## config.mk

```make
export PLATFORM = sky130hd
export DESIGN_NAME = symbol_slicer_block
export DESIGN_NICKNAME = d
export VERILOG_FILES = /design/src/rtl/symbol_slicer_block.sv
export SDC_FILE = /design/constraint.sdc
export NUM_CORES = 1
export LEC_CHECK = 0
export ABC_AREA = 1
export ABC_CLOCK_PERIOD_IN_PS = 9000
export CORE_ASPECT_RATIO = 0.7
export CORE_MARGIN = 5
export CORE_UTILIZATION = 35
export DETAILED_ROUTE_END_ITERATION = 10
export PLACE_DENSITY = 0.55
export SLEW_MARGIN = 20
export SYNTH_ARGS = -nofsm -noshare
export SYNTH_HDL_FRONTEND = slang
export SYNTH_SLANG_ARGS = --single-unit
```

## constraint.sdc

```tcl
create_clock -name ip_clock -period 9 [get_ports ip_clock]
set_input_delay 1.8 -clock ip_clock [delete_from_list [all_inputs] [get_ports ip_clock]]
set_output_delay 1.8 -clock ip_clock [all_outputs]
set_load 0.01 [all_outputs]
```

## src/rtl/symbol_slicer_block.sv

```systemverilog
// Symbol slicer: integrates N = 2^SPS_LOG2 samples per symbol and maps the sum onto
// four amplitude levels, with a one-entry holding slot when the output is still full.
module symbol_slicer_block #(
    parameter int SPS_LOG2 = 2
) (
    input  logic        ip_clock,
    input  logic        ip_reset,
    input  logic [11:0] ip_data,
    input  logic        ip_valid,
    input  logic [11:0] ip_data_2,
    output logic        op_ready,
    output logic [1:0]  op_data,
    output logic        op_valid,
    input  logic        ip_ready,
    output logic [7:0]  op_sym_count
);

    localparam int N  = 1 << SPS_LOG2;
    localparam int AW = 12 + SPS_LOG2;
    localparam int CW = 16 + SPS_LOG2;
    localparam logic [SPS_LOG2-1:0] CNT_LAST = SPS_LOG2'(N - 1);

    typedef enum logic [1:0] {
        IDLE  = 2'd0,
        ACCUM = 2'd1,
        STALL = 2'd2
    } state_t;

    state_t                   state_q, state_d;
    logic signed [AW-1:0]     acc_q, acc_d;
    logic [SPS_LOG2-1:0]      cnt_q, cnt_d;
    logic [11:0]              amp_q, amp_d;
    logic [1:0]               pending_q, pending_d;
    logic [1:0]               data_q, data_d;
    logic                     valid_q, valid_d;
    logic [7:0]               count_q, count_d;

    logic signed [AW-1:0]     sample_ext;
    logic signed [AW-1:0]     sum_w;
    logic signed [CW-1:0]     d_w, t_w, t3_w, t5_w;
    logic [1:0]               decision;

    assign sample_ext = {{SPS_LOG2{ip_data[11]}}, ip_data};
    assign sum_w      = acc_q + sample_ext;

    // D = 2*sum and T = A*N, both widened so 5T cannot reach the sign bit.
    assign d_w  = {{(CW-AW-1){sum_w[AW-1]}}, sum_w, 1'b0};
    assign t_w  = {{(CW-12-SPS_LOG2){1'b0}}, amp_q, {SPS_LOG2{1'b0}}};
    assign t3_w = t_w + {t_w[CW-2:0], 1'b0};
    assign t5_w = t_w + {t_w[CW-3:0], 2'b00};

    // Strict less-than pushes ties up to the higher symbol.
    always_comb begin
        decision = 2'd3;
        if (d_w < t_w)       decision = 2'd0;
        else if (d_w < t3_w) decision = 2'd1;
        else if (d_w < t5_w) decision = 2'd2;
    end

    always_comb begin
        state_d   = state_q;
        acc_d     = acc_q;
        cnt_d     = cnt_q;
        amp_d     = amp_q;
        pending_d = pending_q;
        data_d    = data_q;
        valid_d   = valid_q;
        count_d   = count_q;

        if (valid_q && ip_ready) valid_d = 1'b0;

        case (state_q)
            IDLE: begin
                if (ip_valid) begin
                    acc_d   = sample_ext;
                    amp_d   = ip_data_2;
                    cnt_d   = SPS_LOG2'(1);
                    state_d = ACCUM;
                end
            end
            ACCUM: begin
                if (ip_valid) begin
                    if (cnt_q == CNT_LAST) begin
                        cnt_d = '0;
                        if (!valid_q || ip_ready) begin
                            data_d  = decision;
                            valid_d = 1'b1;
                            count_d = count_q + 8'd1;
                            state_d = IDLE;
                        end else begin
                            pending_d = decision;
                            state_d   = STALL;
                        end
                    end else begin
                        acc_d = sum_w;
                        cnt_d = cnt_q + SPS_LOG2'(1);
                    end
                end
            end
            STALL: begin
                if (ip_ready) begin
                    data_d  = pending_q;
                    valid_d = 1'b1;
                    count_d = count_q + 8'd1;
                    state_d = IDLE;
                end
            end
            default: state_d = IDLE;
        endcase
    end

    always_ff @(negedge ip_clock) begin
        if (ip_reset) begin
            state_q   <= IDLE;
            acc_q     <= '0;
            cnt_q     <= '0;
            amp_q     <= '0;
            pending_q <= '0;
            data_q    <= '0;
            valid_q   <= 1'b0;
            count_q   <= '0;
        end else begin
            state_q   <= state_d;
            acc_q     <= acc_d;
            cnt_q     <= cnt_d;
            amp_q     <= amp_d;
            pending_q <= pending_d;
            data_q    <= data_d;
            valid_q   <= valid_d;
            count_q   <= count_d;
        end
    end

    assign op_ready     = (state_q != STALL);
    assign op_data      = data_q;
    assign op_valid     = valid_q;
    assign op_sym_count = count_q;

endmodule

```

==> Flow_metrics.wiki <==
{| class="wikitable"
! Metric !! Value
|-
| Final core utilization || 0.467
|-
| Path type of the worst min-delay path || flip-flop to flip-flop
|-
| First-pass iteration count of the detailed router || 5
|-
| Number of global-route vias before repair || 5105
|-
| Final Instance Count excl. Fillers || 1038
|-
| Worst hold margin || 0.466 ns
|-
| Floorplan die height || 106 microns
|-
| Library cell contributing the largest single delay on the critical path || sky130_fd_sc_hd__clkdlybuf4s50_1
|-
| Clock tree from TritonCTS || yes
|-
| Share of post-route cells with drive strength above 1 || 0.143
|-
| Fin. max-slew vios || 0
|-
| Kind of end point of the critical path || flip-flop
|-
| Count of input and output buffers || 39
|-
| Final setup viols || 0
|-
| Count of unresolved DRC violations after routing || 0
|-
| Via count normalized by instance count || 5.00
|-
| Predominant post-synthesis flop cell || sky130_fd_sc_hd__dfxtp_1
|-
| Initial Util || 0.354
|-
| Die Outline Area || 15600 sq um
|-
| Number of H-tree branching levels || 2
|-
| Pin count of the biggest net entering global routing || 26
|-
| Most frequently used cell type in the post-synthesis netlist || sky130_fd_sc_hd__nand2_1
|-
| Largest cells by area after synthesis || sky130_fd_sc_hd__dfxtp_1 19%, sky130_fd_sc_hd__ha_1 18%, sky130_fd_sc_hd__nand2_1 16%
|-
| Vias || 5185
|-
| Number of antenna violations at the first check in global routing || 0
|-
| Fraction of registers with async set or reset after synthesis || 0
|-
| Site row count || 35
|-
| Headroom to the max-slew limit || 0.392
|-
| Power density relative to cell area || 329 nW/um^2
|-
| Dominant cell type by area after synthesis || sky130_fd_sc_hd__dfxtp_1
|-
| Worst Clk Skew || between 0.015 and 0.02 ns
|-
| IR drop worst, VDD || 0.159 mV
|-
| Final number of hold-violating endpoints || 0
|-
| Cell at the root of the clock tree || sky130_fd_sc_hd__clkbuf_16
|-
| Syn nets || 831
|-
| Synthesized netlist cell count || 735
|-
| Top-level I/O count || 40
|-
| Crit Path Category || input pin to flip-flop
|-
| Clk sinks || 43
|-
| Horizontal die dimension || 147 microns
|-
| Routability Congestion || about 0.9
|-
| Net total in the final layout || 967
|-
| Worst-Margin Slew || 0.913 ns
|-
| Total half-perimeter wirelength after legalization and detailed placement || 11300 microns
|-
| CTS clock-pin slew for the worst setup and hold paths || 0.04 ns
|-
| Number of warning messages in the yosys log || 0
|-
| Total instance count after detailed placement || ~1000
|-
| Startpoint Class || input pin
|-
| DRC marker count from the first detailed-route iteration || 377
|-
| Yosys cell types || 33
|-
| Synthesis-to-layout area growth || 32.2%
|-
| Wire length of the first global-routing pass || around 24000 microns
|-
| Leakage component of the power || 3.28 nW
|-
| Number of buffers inserted during clock tree synthesis || 5
|-
| Number of diodes || 0
|-
| Final worst slack || 0.231 ns
|-
| # hold bufs at CTS || 0
|-
| Sequential cell area fraction in the yosys report || 0.187
|-
| Syn Std Cell Area || 4610 sq um
|-
| Core area || 13100 sq um
|-
| Max Cap Violations || 0
|-
| Average footprint of a synthesized cell || 6.28 sq um
|-
| Peak per-stage delay on the critical path || 0.42 ns
|-
| Routed wire length || between 10000 and 15000 microns
|-
| Max Root-Sink Buffers || 2
|-
| Worst skew pair latency || 0.38 ns
|-
| Maximum fanout count along the critical path || 3
|-
| Number of flip-flops and latches in the synthesized netlist || 43
|-
| Result of the run || finished, final reports clean
|-
| GRT Overall Usage || 0.186
|-
| Depth of the worst register-to-register path || 21
|-
| Pre-CTS worst setup slack || -0.557 ns
|-
| RSZ-0062 raised after global routing || false
|-
| Remaining antenna violation count || 0
|-
| Data required time at the worst endpoint || 4.76 ns
|-
| Most numerous cell types in the synthesized netlist || 201 x sky130_fd_sc_hd__nand2_1, 110 x sky130_fd_sc_hd__inv_1, 75 x sky130_fd_sc_hd__a21oi_1
|-
| Arrival time of the worst setup path || 4.53 ns
|-
| Number of enable-type register cells in the synthesized netlist || 0
|-
| Cells traversed along the worst timing path || clkdlybuf4s50_1 -> ha_1 -> buf_4 -> nand2_1 -> inv_1 -> nand2_1 -> nand2_1 -> a21oi_2 -> xnor2_1 -> buf_4 -> ha_1 -> nand2_1 -> inv_1 -> nand4_1 -> o211ai_1 -> nand3_1 -> nand3_1 -> nand2_1 -> nand2_1 -> nand2_1 -> nand2_1 -> nand2_1 -> a21oi_2
|-
| Synth top area share || 0.187
|-
| Most prevalent standard cell on the critical path || sky130_fd_sc_hd__nand2_1
|-
| Number of stages on the worst hold path || 2
|-
| Wirelength per Cell || 13.9 microns
|-
| Overall overflow remaining after global route || 0
|}
what timing repair did:
| item | in CTS | in global routing |
|---|---|---|
| cloned | 0 | 0 |
| endpoints found under the setup margin | 4 | 4 |
| buffers inserted | 2 | 0 |
| endpoints found under the hold margin | 0 | 0 |
| pin swaps | 7 | 11 |
| resized for setup | 9 | 26 |
report_power, final:
part | switching (mW) | total, mW | internal (mW)
registers | 0.0542 | 0.298 | 0.244
clock network | 0.151 | 0.283 | 0.132
logic | 0.826 | 1.43 | 0.602
per-layer routing:
metal / share of wire / global-route usage / up-vias
met1: 0.52 / 0.269 / 2338
met3: 0.062 / 0.0516 / 22
li1: - / - / 2681
met2: 0.40 / 0.265 / 144
met5: 0 / 0 / -
met4: 0.017 / 0.0572 / 0
worst max-delay path: cells and delay by family:
family	cells	cell delay, ns
compound gates	3	0.27
fa+ha+maj	2	0.61
simple gates	12	0.95
xor+xnor	1	0.10
buf+inv	5	0.81
kinds of logic (layout without fill, tap and decap cells):
| kind of cell | Yosys count | in the layout | synth area share |
|---|---|---|---|
| and+or+nand+nor | 345 | 345 | 0.328 |
| AOI/OAI and AO/OA | 137 | 137 | 0.162 |
| buffers and inverters | 124 | 261 | 0.101 |
| adders and majority gates | 68 | 68 | 0.189 |
| DFF | 43 | 43 | 0.187 |
| xor gates and xnor gates | 18 | 18 | 0.0342 |
through the flow:
stage	instance area, sq um	total power, mW	setup TNS [ns]
2_1_floorplan	4610	1.20	0
3_3_place_gp	5600	1.65	-1.70
3_5_place_dp	5600	1.67	-1.98
4_1_cts	5970	1.98	0
5_1_grt	6100	2.25	0
6_report	6100	2.01	0
final timing paths:
kind / from / to / slack (ns)
min: cnt_q[1]$_SDFFE_NP0P_ / cnt_q[1]$_SDFFE_NP0P_ / 0.47
max reg2reg: amp_q[1]$_SDFFE_NP0P_ / op_data[0]$_SDFFE_NP0P_ / 5.85
min reg2reg: cnt_q[1]$_SDFFE_NP0P_ / cnt_q[1]$_SDFFE_NP0P_ / 0.47
max: ip_data[7] / op_data[0]$_SDFFE_NP0P_ / 0.23
placed cells by master, fill, tap and decap left out, types with 32 or more instances in the layout:
cell type	instances
sky130_fd_sc_hd__nand3_1	43
sky130_fd_sc_hd__inv_1	151
sky130_fd_sc_hd__nand2_1	198
sky130_fd_sc_hd__clkdlybuf4s50_1	32
sky130_fd_sc_hd__buf_4	59
sky130_fd_sc_hd__o21ai_0	40
sky130_fd_sc_hd__a21oi_1	73
sky130_fd_sc_hd__dfxtp_1	43
sky130_fd_sc_hd__ha_1	59
sky130_fd_sc_hd__nor2_1	45
cell type report:
class / instances / area, sq um
clock inverters: 46 / 188
fillers: 1364 / 6950
well taps: 166 / 208
inverters: 112 / 420
repair buffers: 98 / 851
multi-input cells: 568 / 3450
clock buffers: 5 / 125
flip-flops and latches: 43 / 861
state kept, by name, summed over array words and instances, names as in the netlist:
register,count
cnt_q,2
op_sym_count,8
amp_q,12
pending_q,2
acc_q,14
op_valid,1
state_q,2
op_data,2
No activity file was read; power rests on OpenSTA's default activity.
